==> src/rtl/uart_temp_sens_pkg.sv <==
// Shared constants, TX state encoding and frame byte selection for the
// PWM temperature-sensor UART reporter.
package uart_temp_sens_pkg;

  localparam logic [7:0] SYNC_BYTE       = 8'hA5;
  localparam int         FRAME_BYTES     = 3;
  localparam int         COUNT_W_DEFAULT = 12;

  typedef enum logic [1:0] {
    IDLE,
    START,
    DATA,
    STOP
  } tx_state_e;

  // Byte idx of a frame: sync, then the 12-bit value high nibble first.
  function automatic logic [7:0] frame_byte(input logic [1:0]  idx,
                                            input logic [11:0] value);
    case (idx)
      2'd0:    frame_byte = SYNC_BYTE;
      2'd1:    frame_byte = {4'b0000, value[11:8]};
      default: frame_byte = value[7:0];
    endcase
  endfunction

endpackage

==> src/rtl/uart_tx_8n1.sv <==
// 8N1 byte transmitter. A start request during the last stop-bit cycle
// chains straight into the next start bit, so multi-byte frames are gapless.
module uart_tx_8n1
  import uart_temp_sens_pkg::*;
#(
  parameter int CLKS_PER_BIT = 434
) (
  input  logic       clk,
  input  logic       rst,
  input  logic       start,
  input  logic [7:0] data,
  output logic       tx,
  output logic       busy,
  output logic       done
);

  localparam int CW = (CLKS_PER_BIT > 1) ? $clog2(CLKS_PER_BIT) : 1;
  localparam logic [CW-1:0] LAST = CW'(CLKS_PER_BIT - 1);

  tx_state_e      state, state_d;
  logic [CW-1:0]  clk_cnt, clk_cnt_d;
  logic [2:0]     bit_idx, bit_idx_d;
  logic [7:0]     shreg, shreg_d;
  logic           tx_d;
  logic           bit_end;

  assign bit_end = (clk_cnt == LAST);
  assign busy    = (state != IDLE);

  always_comb begin
    // NOTE: every output of this block gets a default first so no path leaves one unassigned (no latch).
    state_d   = state;
    clk_cnt_d = bit_end ? '0 : clk_cnt + 1'b1;
    bit_idx_d = bit_idx;
    shreg_d   = shreg;
    done      = 1'b0;
    case (state)
      IDLE: begin
        clk_cnt_d = '0;
        if (start) begin
          state_d = START;
          shreg_d = data;
        end
      end
      START: if (bit_end) begin
        state_d   = DATA;
        bit_idx_d = 3'd0;
      end
      DATA: if (bit_end) begin
        shreg_d = {1'b0, shreg[7:1]};
        if (bit_idx == 3'd7) state_d = STOP;
        else                 bit_idx_d = bit_idx + 3'd1;
      end
      STOP: if (bit_end) begin
        done = 1'b1;
        if (start) begin
          state_d = START;
          shreg_d = data;
        end else begin
          state_d = IDLE;
        end
      end
      default: state_d = IDLE;
    endcase

    // Line level is registered from the next state so the pin never glitches.
    case (state_d)
      START:   tx_d = 1'b0;
      DATA:    tx_d = shreg_d[0];
      default: tx_d = 1'b1;
    endcase
  end

  always_ff @(posedge clk) begin
    // NOTE: state registers use non-blocking assignments so all flops update together at the edge.
    if (rst) begin
      state   <= IDLE;
      clk_cnt <= '0;
      bit_idx <= 3'd0;
      shreg   <= 8'h00;
      tx      <= 1'b1;
    end else begin
      state   <= state_d;
      clk_cnt <= clk_cnt_d;
      bit_idx <= bit_idx_d;
      shreg   <= shreg_d;
      tx      <= tx_d;
    end
  end

endmodule

==> src/rtl/uart_temp_sens.sv <==
// Measures PWM low-phase width in clk cycles and reports the latest value
// as a 3-byte UART frame {A5, value[11:8], value[7:0]}.
module uart_temp_sens
  import uart_temp_sens_pkg::*;
#(
  parameter int CLKS_PER_BIT = 434,
  parameter int COUNT_W      = COUNT_W_DEFAULT
) (
  input  logic       clk,
  input  logic       rst,
  input  logic       ena,
  input  logic [7:0] ui_in,
  output logic [7:0] uo_out,
  input  logic [7:0] uio_in,
  output logic [7:0] uio_out,
  output logic [7:0] uio_oe
);

  logic               s1, s2, s3;
  logic               fall, rise, rise_q;
  logic [COUNT_W-1:0] cnt, result, frame_buf;
  logic               pending;
  logic [1:0]         byte_idx;
  logic [11:0]        frame_val;
  logic               frame_go, next_byte;
  logic               tx_start, tx, tx_busy, tx_done;
  logic [7:0]         tx_data;
  logic               unused_ok;

  assign unused_ok = &{1'b0, ena, ui_in[7:1], uio_in};

  assign fall = ~s2 & s3;
  assign rise = s2 & ~s3;

  assign frame_val = 12'(frame_buf);
  assign frame_go  = pending & ~tx_busy;
  assign next_byte = tx_done & (byte_idx < 2'(FRAME_BYTES - 1));
  assign tx_start  = frame_go | next_byte;
  assign tx_data   = frame_go ? SYNC_BYTE : frame_byte(byte_idx + 2'd1, frame_val);

  always_ff @(posedge clk) begin
    // NOTE: reset is synchronous, so it only takes effect on a clock edge.
    if (rst) begin
      s1        <= 1'b1;
      s2        <= 1'b1;
      s3        <= 1'b1;
      rise_q    <= 1'b0;
      cnt       <= '0;
      result    <= '0;
      pending   <= 1'b0;
      frame_buf <= '0;
      byte_idx  <= 2'd0;
    end else begin
      s1     <= ui_in[0];
      s2     <= s1;
      s3     <= s2;
      rise_q <= rise;

      if (fall)                        cnt <= COUNT_W'(1);
      else if (!s2 && cnt != '1)       cnt <= cnt + 1'b1;

      // A capture in the frame-start cycle wins over the clear, so the
      // new value stays pending for the following frame.
      if (rise_q) begin
        result  <= cnt;
        pending <= 1'b1;
      end else if (frame_go) begin
        pending <= 1'b0;
      end

      if (frame_go) begin
        frame_buf <= result;
        byte_idx  <= 2'd0;
      end else if (next_byte) begin
        byte_idx  <= byte_idx + 2'd1;
      end
    end
  end

  uart_tx_8n1 #(
    .CLKS_PER_BIT(CLKS_PER_BIT)
  ) u_tx (
    .clk  (clk),
    .rst  (rst),
    .start(tx_start),
    .data (tx_data),
    .tx   (tx),
    .busy (tx_busy),
    .done (tx_done)
  );

  assign uo_out  = {5'b00000, s2, tx_busy, tx};
  assign uio_out = 8'h00;
  assign uio_oe  = 8'h00;

endmodule

==> config.mk <==
export PLATFORM = sky130hd
export DESIGN_NAME = uart_temp_sens
export DESIGN_NICKNAME = d
export VERILOG_FILES = /design/src/rtl/uart_temp_sens_pkg.sv /design/src/rtl/uart_tx_8n1.sv /design/src/rtl/uart_temp_sens.sv
export SDC_FILE = /design/constraint.sdc
export NUM_CORES = 1
export LEC_CHECK = 0
export ABC_AREA = 1
export ABC_CLOCK_PERIOD_IN_PS = 4300
export BUFFER_PORTS_ARGS = -buffer_cell sky130_fd_sc_hd__buf_2
export CAP_MARGIN = 0
export CORE_MARGIN = 8
export CORE_UTILIZATION = 45
export DETAILED_ROUTE_END_ITERATION = 8
export PLACE_DENSITY_LB_ADDON = 0.15
export SLEW_MARGIN = 5
export SYNTH_ARGS = -nofsm -noshare
export SYNTH_HDL_FRONTEND = slang
export SYNTH_SLANG_ARGS = --single-unit
==> constraint.sdc <==
create_clock -name clk -period 4.3 [get_ports clk]
set_input_delay 0.645 -clock clk [delete_from_list [all_inputs] [get_ports clk]]
set_output_delay 0.645 -clock clk [all_outputs]
set_load 0.01 [all_outputs]
==> results by group, run 1 <==
Final layout
  – Finished Core Util: 49.4%
  – FF/Latch Area: 1320 um2
  – Commonest non-fill, non-tap cells in the layout: nand2_1, dfxtp_1, nor2_1
  – Antenna cell count: 0
  – Layout cells sized above 1: 8.97%
  – Multi-input gate area: 1520 um2
  – Most common cell after layout, fill and taps aside: nand2_1
  – Area Overhead vs Synth: 6.42%
  – Fillers: 702
  – # nets final: 457

CTS
  – CTS Hold Bufs: 0
  – Setup Fix Bufs, Post-CTS: 0
  – Skew-Pair Late Insertion Delay: 0.34 ns
  – CTS root buf: clkbuf_8
  – Total CTS buffers: 9
  – H-tree levels: 3
  – Maximum clock insertion buffer count: 2
  – CTS clk-pin slew, worst paths: 0.07 ns
  – Post-CTS Resized: 0
  – CTS tree: yes
  – Clk sinks: 66

Worst setup path
  – Crit path arrival time: 2.27 ns
  – R2r worst-path depth: 8
  – Crit path required time: 4.59 ns
  – Critical Path End Type: flip-flop
  – Startpoint Class: flip-flop
  – Critical path peak fanout: 21
  – Kind of critical path: flip-flop to flip-flop

Yosys
  – Post-synth EDFFs: 0
  – Synth warn: 0
  – Seq/Total Area, Yosys: 41.9%
  – Register bit total from synthesis: 66
  – Post-synthesis cell count: 431
  – Primary FF master, synth: dfxtp_1
  – Post-synthesis cell type count: 37
  – Syn_area_per_cell: 7.32 um2
  – Synth Cell Area: 3160 um2
  – Async S/R FF share, synth: 0%

STA
  – WHS: 0.409 ns
  – Skew final: 0.0137 ns
  – Fin. Hold Viols: 0
  – Final setup margin: 2.31 ns
  – Slew HR: 46.5%
  – Slew Limit Fails: 0
  – Final setup viols: 0
  – Crit path time final: 1.99 ns
  – Pin slew with the least headroom to its limit: 0.802 ns
  – Fmax: 0.504 GHz
  – Unrepaired setup endpoints after global routing: false
  – Crit share post-route: 46.2%
  – Setup_tns: 0 ns

GRT
  – GRT overflow: 0
  – Initial antenna violation count: 0
  – Number of global-route vias before repair: 2,399
  – First-pass GRT wire length: 10,900 um
  – Busiest grt layer: met2
  – Largest net degree at the start of global routing: 33
  – Grt met3 use: 3.21%
  – Met2 usage: 20.6%
  – M1 GR Usage: 17.2%
  – GR Util All Layers: 13.5%

Route
  – Vias/cell: 4.72
  – Detailed-route DRC error count: 0
  – TritonRoute pass-1 iters: 4
  – Final wirelength: 6220 um
  – Post-route ant nets: 0
  – Via count: 2,505
  – WL per Instance: 11.7 um
  – DRT iter0 DRCs: 130

Power and ir drop
  – Final Power: 1240 uW
  – Leak pwr: 0.00134 uW
  – Cell area power density: 371 nW/um2
  – Max VDD drop: 187 uV

Floorplan
  – Die ar.: 9950 um2
  – I/O pin cnt: 43
  – Rows: 30
  – Chip Height: 99.8 um
  – Core area: 6790 um2
  – Starting Density: 46.5%
  – Die Wd: 99.8 um

Min path
  – Hold path depth: 1
  – Hold WC Path Type: flip-flop to flip-flop

Placement
  – Placer congestion estimate: 0.847
  – Port Buffers: 5
  – Hpwl dp: 4470 um
  – DP Worst Slack: 1.90 ns

Outcome
  – Outcome: finished clean

Job
  – Max Cap Violations: 0
## per-stage QoR
stage               area [um2]  std cells
CTS                       3360        531
finish                    3360        531
global route              3360        531
detailed placement        3140        516
floorplan                 3230        451
global placement          3140        516
## area by class of cell
type	instances	area share, %
clock inverter	2	1.79
tap	96	3.58
timing repair buffer	5	0.745
clock buffer	13	4.73
sequential	66	39.3
multi-input combinational	309	45.3
inverter	40	4.54
## Yosys cell counts, drive strengths merged (3+ instances only)
master,n,area share (%)
ha,7,2.8
nand2,91,11
buf,29,6.7
nor2,61,7.8
nor3,13,2.2
inv,40,4.8
o21ai,28,4.4
clkbuf,7,0.83
a21oi,40,6.6
dfxtp,66,42
nand3,23,4.0
or2,3,0.59
xor2,8,2.2
## where the power goes
part	switching, uW	internal [uW]	total (uW)
combinational	30.0	8.94	39.0
clock	227	356	583
sequential	5.11	618	623
## state kept, by name, summed over array words and instances, names as in the netlist
name          flops
rise_q            1
s2                1
result           12
s1                1
u_tx.shreg        8
s3                1
u_tx.clk_cnt      9
u_tx.tx           1
u_tx.bit_idx      3
frame_buf        12
u_tx.state        2
byte_idx          2
pending           1
cnt              12
## worst max-delay path: stages (launching register included)
cell and delay (ns):
dfxtp_1 0.44, nor2_1 0.09, nand2_1 0.50, inv_1 0.39, nor2_1 0.23, nand3_1 0.10
nand3_1 0.07, nand2_1 0.05, inv_1 0.07
## per-layer routing
metal  up-vias  share of wire [%]
met5         -                  0
met4         0                1.6
met3         9                3.7
met2        36                 43
met1      1126                 51
li1       1334                  -
## cells by family (layout without fill, tap and decap cells)
logic type,Yosys count,count (layout),share of synthesized area (%)
other,1,21,0.119
and+or+nand+nor,199,199,28.2
buffers and inverters,76,60,12.3
DFF,66,66,41.9
AOI/OAI and AO/OA,72,72,11.9
xor gates and xnor gates,10,10,2.77
adders and majority gates,7,7,2.77
## worst paths after layout
path,startpoint,to,slack [ns]
setup / recovery,u_tx.state[1]$_SDFF_PP0_,u_tx.shreg[3]$_SDFFE_PP0P_,2.31
hold / removal,s1$_SDFF_PP1_,s2$_SDFF_PP1_,0.41
setup reg to reg,u_tx.state[1]$_SDFF_PP0_,u_tx.shreg[3]$_SDFFE_PP0P_,2.31
hold reg to reg,s1$_SDFF_PP1_,s2$_SDFF_PP1_,0.41
Power figures use the tool's default switching activity.
==> run 2: changes to the inputs <==
--- a/config.mk
+++ b/config.mk
@@ -5,8 +5,8 @@
 export SDC_FILE = /design/constraint.sdc
 export NUM_CORES = 1
 export LEC_CHECK = 0
-export ABC_AREA = 1
-export ABC_CLOCK_PERIOD_IN_PS = 4300
+export ABC_AREA = 0
+export ABC_CLOCK_PERIOD_IN_PS = 1700
 export BUFFER_PORTS_ARGS = -buffer_cell sky130_fd_sc_hd__buf_2
 export CAP_MARGIN = 0
 export CORE_MARGIN = 8
==> constraint.sdc (replaced) <==
create_clock -name clk -period 1.7 [get_ports clk]
set_input_delay 0.255 -clock clk [delete_from_list [all_inputs] [get_ports clk]]
set_output_delay 0.255 -clock clk [all_outputs]
set_load 0.01 [all_outputs]
==> results by group, run 2 <==
Worst setup path
  – Startpoint Class: flip-flop
  – Crit path arrival time: 1.86 ns (-0.41 ns)
  – Crit path required time: 1.93 ns (-2.66 ns)
  – Slowest-stage cell, CP: dfxtp_2
  – Critical Path End Type: flip-flop
  – CP max stage delay: 0.33 ns (-0.17 ns)
  – Kind of critical path: flip-flop to flip-flop
  – Crit-path cells: inv_1 -> ha_1 -> and4b_2 -> and2_4 -> nand3_4 -> a221oi_4 -> a22oi_1
  – Critical path peak fanout: 6 (-71%)

CTS
  – Skew-Pair Late Insertion Delay: 0.35 ns (about the same)
  – Setup Fix Bufs, Post-CTS: 0 (unchanged)
  – CTS Hold Bufs: 0 (unchanged)
  – CTS clk-pin slew, worst paths: 0.07 ns (about the same)
  – Maximum clock insertion buffer count: 2 (unchanged)
  – Clk sinks: 66 (unchanged)
  – CTS root buf: clkbuf_8
  – CTS tree: yes
  – Post-CTS Resized: 0 (unchanged)
  – Total CTS buffers: 9 (unchanged)
  – H-tree levels: 3 (unchanged)

Route
  – WL per Instance: 12.6 um (+7.5%)
  – DRT iter0 DRCs: 100 (-23%)
  – Post-route ant nets: 0 (unchanged)
  – Wire length on met3: 265 um (+14%)
  – Detailed-route DRC error count: 0 (unchanged)
  – Top Metal Used: met4
  – Met1 wire length: 3040 um (-4.9%)
  – TritonRoute pass-1 iters: 4 (unchanged)
  – Via count: 2,389 (-4.6%)
  – Vias/cell: 4.96 (+5.1%)
  – Met2 routed WL: 2640 um (-1.8%)
  – Final wirelength: 6060 um (-2.5%)

Placement
  – DP Area: 3200 um2 (+1.8%)
  – Hpwl dp: 4360 um (-2.3%)
  – Dpl cells: 466 (-9.7%)
  – Placer congestion estimate: 0.786 (-7.2%)
  – Port Buffers: 5 (unchanged)

Yosys
  – Most numerous cell in the Yosys netlist: dfxtp_1
  – Primary FF master, synth: dfxtp_1
  – Yosys top cell by area: dfxtp_1
  – Seq/Total Area, Yosys: 42.0% (+0.13 points)
  – Register bit total from synthesis: 66 (unchanged)
  – Share of the synthesized area in the top cell type: 42.0% (+0.13 points)
  – Area contributors post-synth: dfxtp_1, nand2_1, buf_4
  – Synth Cell Area: 3150 um2 (-0.32%)
  – Syn_area_per_cell: 8.57 um2 (+17%)
  – Post-synth top cells: dfxtp_1, nand2_1, nor2_1
  – Post-synthesis cell type count: 48 (+30%)
  – Synth warn: 0 (unchanged)
  – Post-synth EDFFs: 0 (unchanged)
  – Async S/R FF share, synth: 0% (unchanged)
  – Post-synthesis cell count: 367 (-15%)

Power and ir drop
  – Internal power: 2560 uW (+160%)
  – Psw: 720 uW (+170%)
  – Seq pwr share: 47.7% (-2.3 points)
  – Clk pwr share: 49.2% (+2.4 points)
  – Leak pwr: 0.00128 uW (-4.4%)
  – Comb pwr share: 3.1% (about the same)
  – Sw Share: 22.0% (+0.90 points)
  – Max VDD drop: 553 uV (+200%)
  – Cell area power density: 941 nW/um2 (+150%)
  – Final Power: 3280 uW (+160%)

Final layout
  – # nets final: 407 (-11%)
  – Most common cell after layout, fill and taps aside: dfxtp_1
  – Final instance area: 3480 um2 (+3.7%)
  – Area Overhead vs Synth: 10.7%
  – Antenna cell count: 0 (unchanged)
  – FF/Latch Area: 1320 um2 (about the same)
  – Layout cells sized above 1: 15.0% (+6.1 points)
  – Fillers: 665 (-5.3%)
  – Commonest non-fill, non-tap cells in the layout: dfxtp_1, nand2_1, nor2_1
  – Finished Core Util: 51.3% (+1.8 points)
  – Largest regs: cnt: 12 flops, frame_buf: 12 flops, result: 12 flops
  – Non-Filler Instances: 482 (-9.2%)
  – Multi-input gate area: 1580 um2 (+4.1%)

STA
  – Final setup viols: 0 (unchanged)
  – Slew Limit Fails: 0 (unchanged)
  – Skew final: 0.0109 ns (-0.00279 ns)
  – Crit path time final: 1.64 ns (-0.347 ns)
  – Crit share post-route: 96.4% (+50 points)
  – Unrepaired setup endpoints after global routing: true
  – Fin. Hold Viols: 0 (unchanged)
  – Fmax: 0.610 GHz (+21%)

GRT
  – Largest net degree at the start of global routing: 26 (-21%)
  – GR Util All Layers: 13.1% (-0.40 points)
  – Initial antenna violation count: 0 (unchanged)
  – Number of global-route vias before repair: 2,330 (-2.9%)
  – GRT overflow: 0 (unchanged)
  – First-pass GRT wire length: 10,500 um (-3.7%)

Floorplan
  – Core area: 6790 um2 (unchanged)
  – Rows: 30 (unchanged)
  – Chip Height: 99.6 um (-0.13%)
  – Die Wd: 99.6 um (-0.13%)
  – Die ar.: 9930 um2 (-0.26%)
  – Starting Density: 46.3% (-0.15 points)
  – I/O pin cnt: 43 (unchanged)

Outcome
  – Outcome: finished clean

Min path
  – Hold WC Path Type: input pin to flip-flop

Job
  – Max Cap Violations: 0 (unchanged)
-- run 2: final cells by class --
cell class / count / share of cell area, %
clock buffer: 9 / 3.55
clock inverter: 7 / 3.38
inverter: 11 / 1.18
multi-input combinational: 268 / 45.5
sequential: 66 / 38.0
tap: 96 / 3.45
timing repair buffer: 25 / 5.03
-- run 2: final timing paths --
path	start	to	slack, ns	cells after the start
min reg2reg	s1$_SDFF_PP1_	s2$_SDFF_PP1_	0.42	1
max reg2reg	u_tx.clk_cnt[1]$_SDFF_PP0_	u_tx.tx$_SDFF_PP1_	0.06	7
max	u_tx.clk_cnt[1]$_SDFF_PP0_	u_tx.tx$_SDFF_PP1_	0.06	7
min	ui_in[0]	s1$_SDFF_PP1_	0.09	2
-- run 2: cell families (layout without fill, tap and decap cells) --
group	after synthesis	after routing	synth area share, %
AOI/OAI and AO/OA	64	64	13.2
xor gates and xnor gates	17	17	4.73
adders and majority gates	7	7	2.78
buffers and inverters	53	52	11.5
DFF	66	66	42.0
muxes	13	13	4.14
other	1	21	0.119
and+or+nand+nor	146	146	21.5
-- run 2: critical path, delay by kind of cell (launching register included) --
kind | cells | cell delay [ns]
AOI/OAI and AO/OA | 2 | 0.41
buffers and inverters | 1 | 0.05
adders and majority gates | 1 | 0.13
DFF | 1 | 0.33
and+or+nand+nor | 3 | 0.61
-- run 2: power by group through the flow --
stage | combinational (uW) | clock, uW | sequential [uW]
after floorplan | 119 | 0 | 1600
after global placement | 99.3 | 0 | 1600
after detailed placement | 100 | 0 | 1600
after CTS | 100 | 1660 | 1560
after global routing | 115 | 1720 | 1560
final | 103 | 1610 | 1560
-- run 2: layer usage --
layer / up-vias / GRT usage (%)
li1: 1241 / -
met4: 0 / 6.87
met5: - / 0
met3: 13 / 3.63
met2: 40 / 20.3
met1: 1095 / 16.0
-- run 2: through the flow --
stage | hold WS (ns) | setup slack (ns) | setup TNS [ns]
finish | 0.0885 | 0.0619 | 0
global route | 0.0778 | -0.0639 | -0.221
CTS | 0.0738 | 0.00769 | 0
detailed placement | 0.401 | 0.0155 | 0
global placement | 0.397 | 0.0143 | 0
floorplan | 0.359 | 0.0963 | 0
==> run 3: changes to the inputs <==
--- a/config.mk
+++ b/config.mk
@@ -5,7 +5,7 @@
 export SDC_FILE = /design/constraint.sdc
 export NUM_CORES = 1
 export LEC_CHECK = 0
-export ABC_AREA = 0
+export ABC_AREA = 1
 export ABC_CLOCK_PERIOD_IN_PS = 1700
 export BUFFER_PORTS_ARGS = -buffer_cell sky130_fd_sc_hd__buf_2
 export CAP_MARGIN = 0
==> results by group, run 3 (synthesized netlist as in run 1, its figures left out) <==
Worst setup path
  – R2r worst-path depth: 11 (+4)
  – Startpoint Class: flip-flop
  – Kind of critical path: flip-flop to flip-flop
  – FF-to-FF End: u_tx.shreg[3]$_SDFFE_PP0P_
  – Crit path arrival time: 1.78 ns (-0.08 ns)
  – R2R setup slack: 0.16 ns (+0.09 ns)
  – Worst flop-to-flop path startpoint: u_tx.clk_cnt[1]$_SDFF_PP0_
  – Critical path peak fanout: 7 (+1)
  – Critical Path End Type: flip-flop
  – Crit path required time: 1.93 ns (about the same)

STA
  – Fin. Hold Viols: 0 (unchanged)
  – Fmax: 0.648 GHz (+6.1%)
  – Final setup viols: 0 (unchanged)
  – Crit share post-route: 90.8% (-5.5 points)
  – Slew Limit Fails: 0 (unchanged)
  – Unrepaired setup endpoints after global routing: true
  – Crit path time final: 1.54 ns (-0.0941 ns)
  – Setup_tns: 0 ns (unchanged)
  – Skew final: 0.00785 ns (-0.00306 ns)
  – WHS: 0.103 ns (+0.0146 ns)

CTS
  – CTS tree: yes
  – Maximum clock insertion buffer count: 2 (unchanged)
  – Total CTS buffers: 9 (unchanged)
  – H-tree levels: 3 (unchanged)
  – Clk sinks: 66 (unchanged)
  – Setup Fix Bufs, Post-CTS: 0 (unchanged)
  – CTS clk-pin slew, worst paths: 0.07 ns (about the same)
  – CTS Hold Bufs: 0 (unchanged)
  – Skew-Pair Late Insertion Delay: 0.33 ns (-0.02 ns)
  – CTS root buf: clkbuf_8

Placement
  – Port Buffers: 5 (unchanged)
  – Dpl cells: 532 (+14%)
  – Hpwl dp: 4700 um (+7.7%)
  – Placer congestion estimate: 0.816 (+3.9%)

Route
  – Final wirelength: 6280 um (+3.5%)
  – DRT iter0 DRCs: 114 (+14%)
  – WL per Instance: 11.5 um (-9.0%)
  – Detailed-route DRC error count: 0 (unchanged)
  – Vias/cell: 4.73 (-4.6%)
  – Post-route ant nets: 0 (unchanged)
  – Via count: 2,592 (+8.5%)
  – TritonRoute pass-1 iters: 4 (unchanged)

GRT
  – First-pass GRT wire length: 11,000 um (+4.9%)
  – Largest net degree at the start of global routing: 19 (-27%)
  – Initial antenna violation count: 0 (unchanged)
  – GRT overflow: 0 (unchanged)
  – GR Util All Layers: 13.8% (+0.74 points)
  – Number of global-route vias before repair: 2,461 (+5.6%)

Min path
  – Hold EP: s1$_SDFF_PP1_
  – Hold path depth: 2 (unchanged)
  – Hold WC Path Type: input pin to flip-flop
  – Hold path startpoint: ui_in[0]

Final layout
  – Antenna cell count: 0 (unchanged)
  – Non-Filler Instances: 548 (+14%)
  – Layout cells sized above 1: 14.2% (-0.87 points)
  – Fillers: 703 (+5.7%)
  – FF/Latch Area: 1320 um2 (unchanged)
  – Commonest non-fill, non-tap cells in the layout: nand2_1, dfxtp_1, nor2_1
  – Most common cell after layout, fill and taps aside: nand2_1
  – # nets final: 473 (+16%)
  – Multi-input gate area: 1560 um2 (-1.7%)
  – Area Overhead vs Synth: 10.2%
  – Largest regs: cnt: 12 flops, frame_buf: 12 flops, result: 12 flops

Outcome
  – Outcome: finished clean

Floorplan
  – Rows: 30 (unchanged)
  – Die Wd: 99.8 um (+0.13%)
  – I/O pin cnt: 43 (unchanged)
  – Core area: 6790 um2 (unchanged)
  – Starting Density: 46.5% (+0.15 points)
  – Die ar.: 9950 um2 (+0.26%)
  – Chip Height: 99.8 um (+0.13%)

Power and ir drop
  – Leak pwr: 0.00141 uW (+10%)
  – Max VDD drop: 377 uV (-32%)
  – Cell area power density: 831 nW/um2 (-12%)

Job
  – Max Cap Violations: 0 (unchanged)
-- run 3: cell types whose count changed in the layout (fill, tap and decap cells not counted), sizes merged, moves of 9 or more --
cell	change
xnor2	-9
inv	+29
nand2	+39
nor2	+15
a21oi	+16
o21ai	+14
mux2i	-13
-- run 3: how the worst max path moves through the flow --
stage	slack [ns]	from	end	cells past startpoint
after global placement	0.09	u_tx.clk_cnt[1]$_SDFF_PP0_	u_tx.shreg[3]$_SDFFE_PP0P_	11
after detailed placement	0.06	u_tx.clk_cnt[1]$_SDFF_PP0_	u_tx.shreg[3]$_SDFFE_PP0P_	11
final	0.16	u_tx.clk_cnt[1]$_SDFF_PP0_	u_tx.shreg[3]$_SDFFE_PP0P_	11
after global routing	-0.01	u_tx.clk_cnt[1]$_SDFF_PP0_	u_tx.tx$_SDFF_PP1_	13
after floorplan	0.03	byte_idx[1]$_SDFFE_PP0P_	u_tx.shreg[2]$_SDFFE_PP0P_	10
after CTS	0.04	u_tx.clk_cnt[1]$_SDFF_PP0_	u_tx.shreg[3]$_SDFFE_PP0P_	11
-- run 3: area by class of cell --
| class | count | area share (%) |
|---|---|---|
| multi-input combinational | 309 | 44.7 |
| sequential | 66 | 38.0 |
| clock buffer | 14 | 4.96 |
| inverter | 40 | 4.39 |
| timing repair buffer | 21 | 4.17 |
| tap | 96 | 3.45 |
| clock inverter | 2 | 0.288 |
-- run 3: metal layers --
metal | track usage [%] | vias up | wire [um]
met5 | 0 | - | 0
met4 | 7.33 | 0 | 118
met3 | 2.86 | 10 | 252
met2 | 21.4 | 38 | 2750
met1 | 17.5 | 1172 | 3160
li1 | - | 1372 | -
-- run 3: through the flow --
stage                     setup WS (ns)  power [uW]  cell area (um2)  util, %
after floorplan                  0.0332        1730             3230        -
after global placement           0.0912        1720             3260     48.0
after detailed placement         0.0578        1720             3260     48.0
after CTS                        0.0428        2940             3440     50.7
after global routing            -0.0148        3010             3480     51.2
final                             0.156        2890             3480     51.2
-- run 3: power by group --
part           switching [uW]  total [uW]  internal, uW
Combinational            82.4         115          32.9
Sequential               8.67        1570          1560
Clock                     557        1200           646
-- run 3: critical path, cell delays in order, from the launching register on --
cell and delay (ns):
dfxtp_2 0.33, inv_1 0.05, ha_1 0.14, nand2_1 0.08, nor2_4 0.16, nand3_1 0.15, nor2_4 0.18, o21ai_1 0.11
nand3_1 0.09, nand3_1 0.07, nand2_1 0.06, inv_1 0.03
-- run 3: repair_timing --
action / CTS / global route
resized for setup: 0 / 11
endpoints found under the hold margin: 0 / 0
setup endpoints to repair: 0 / 11
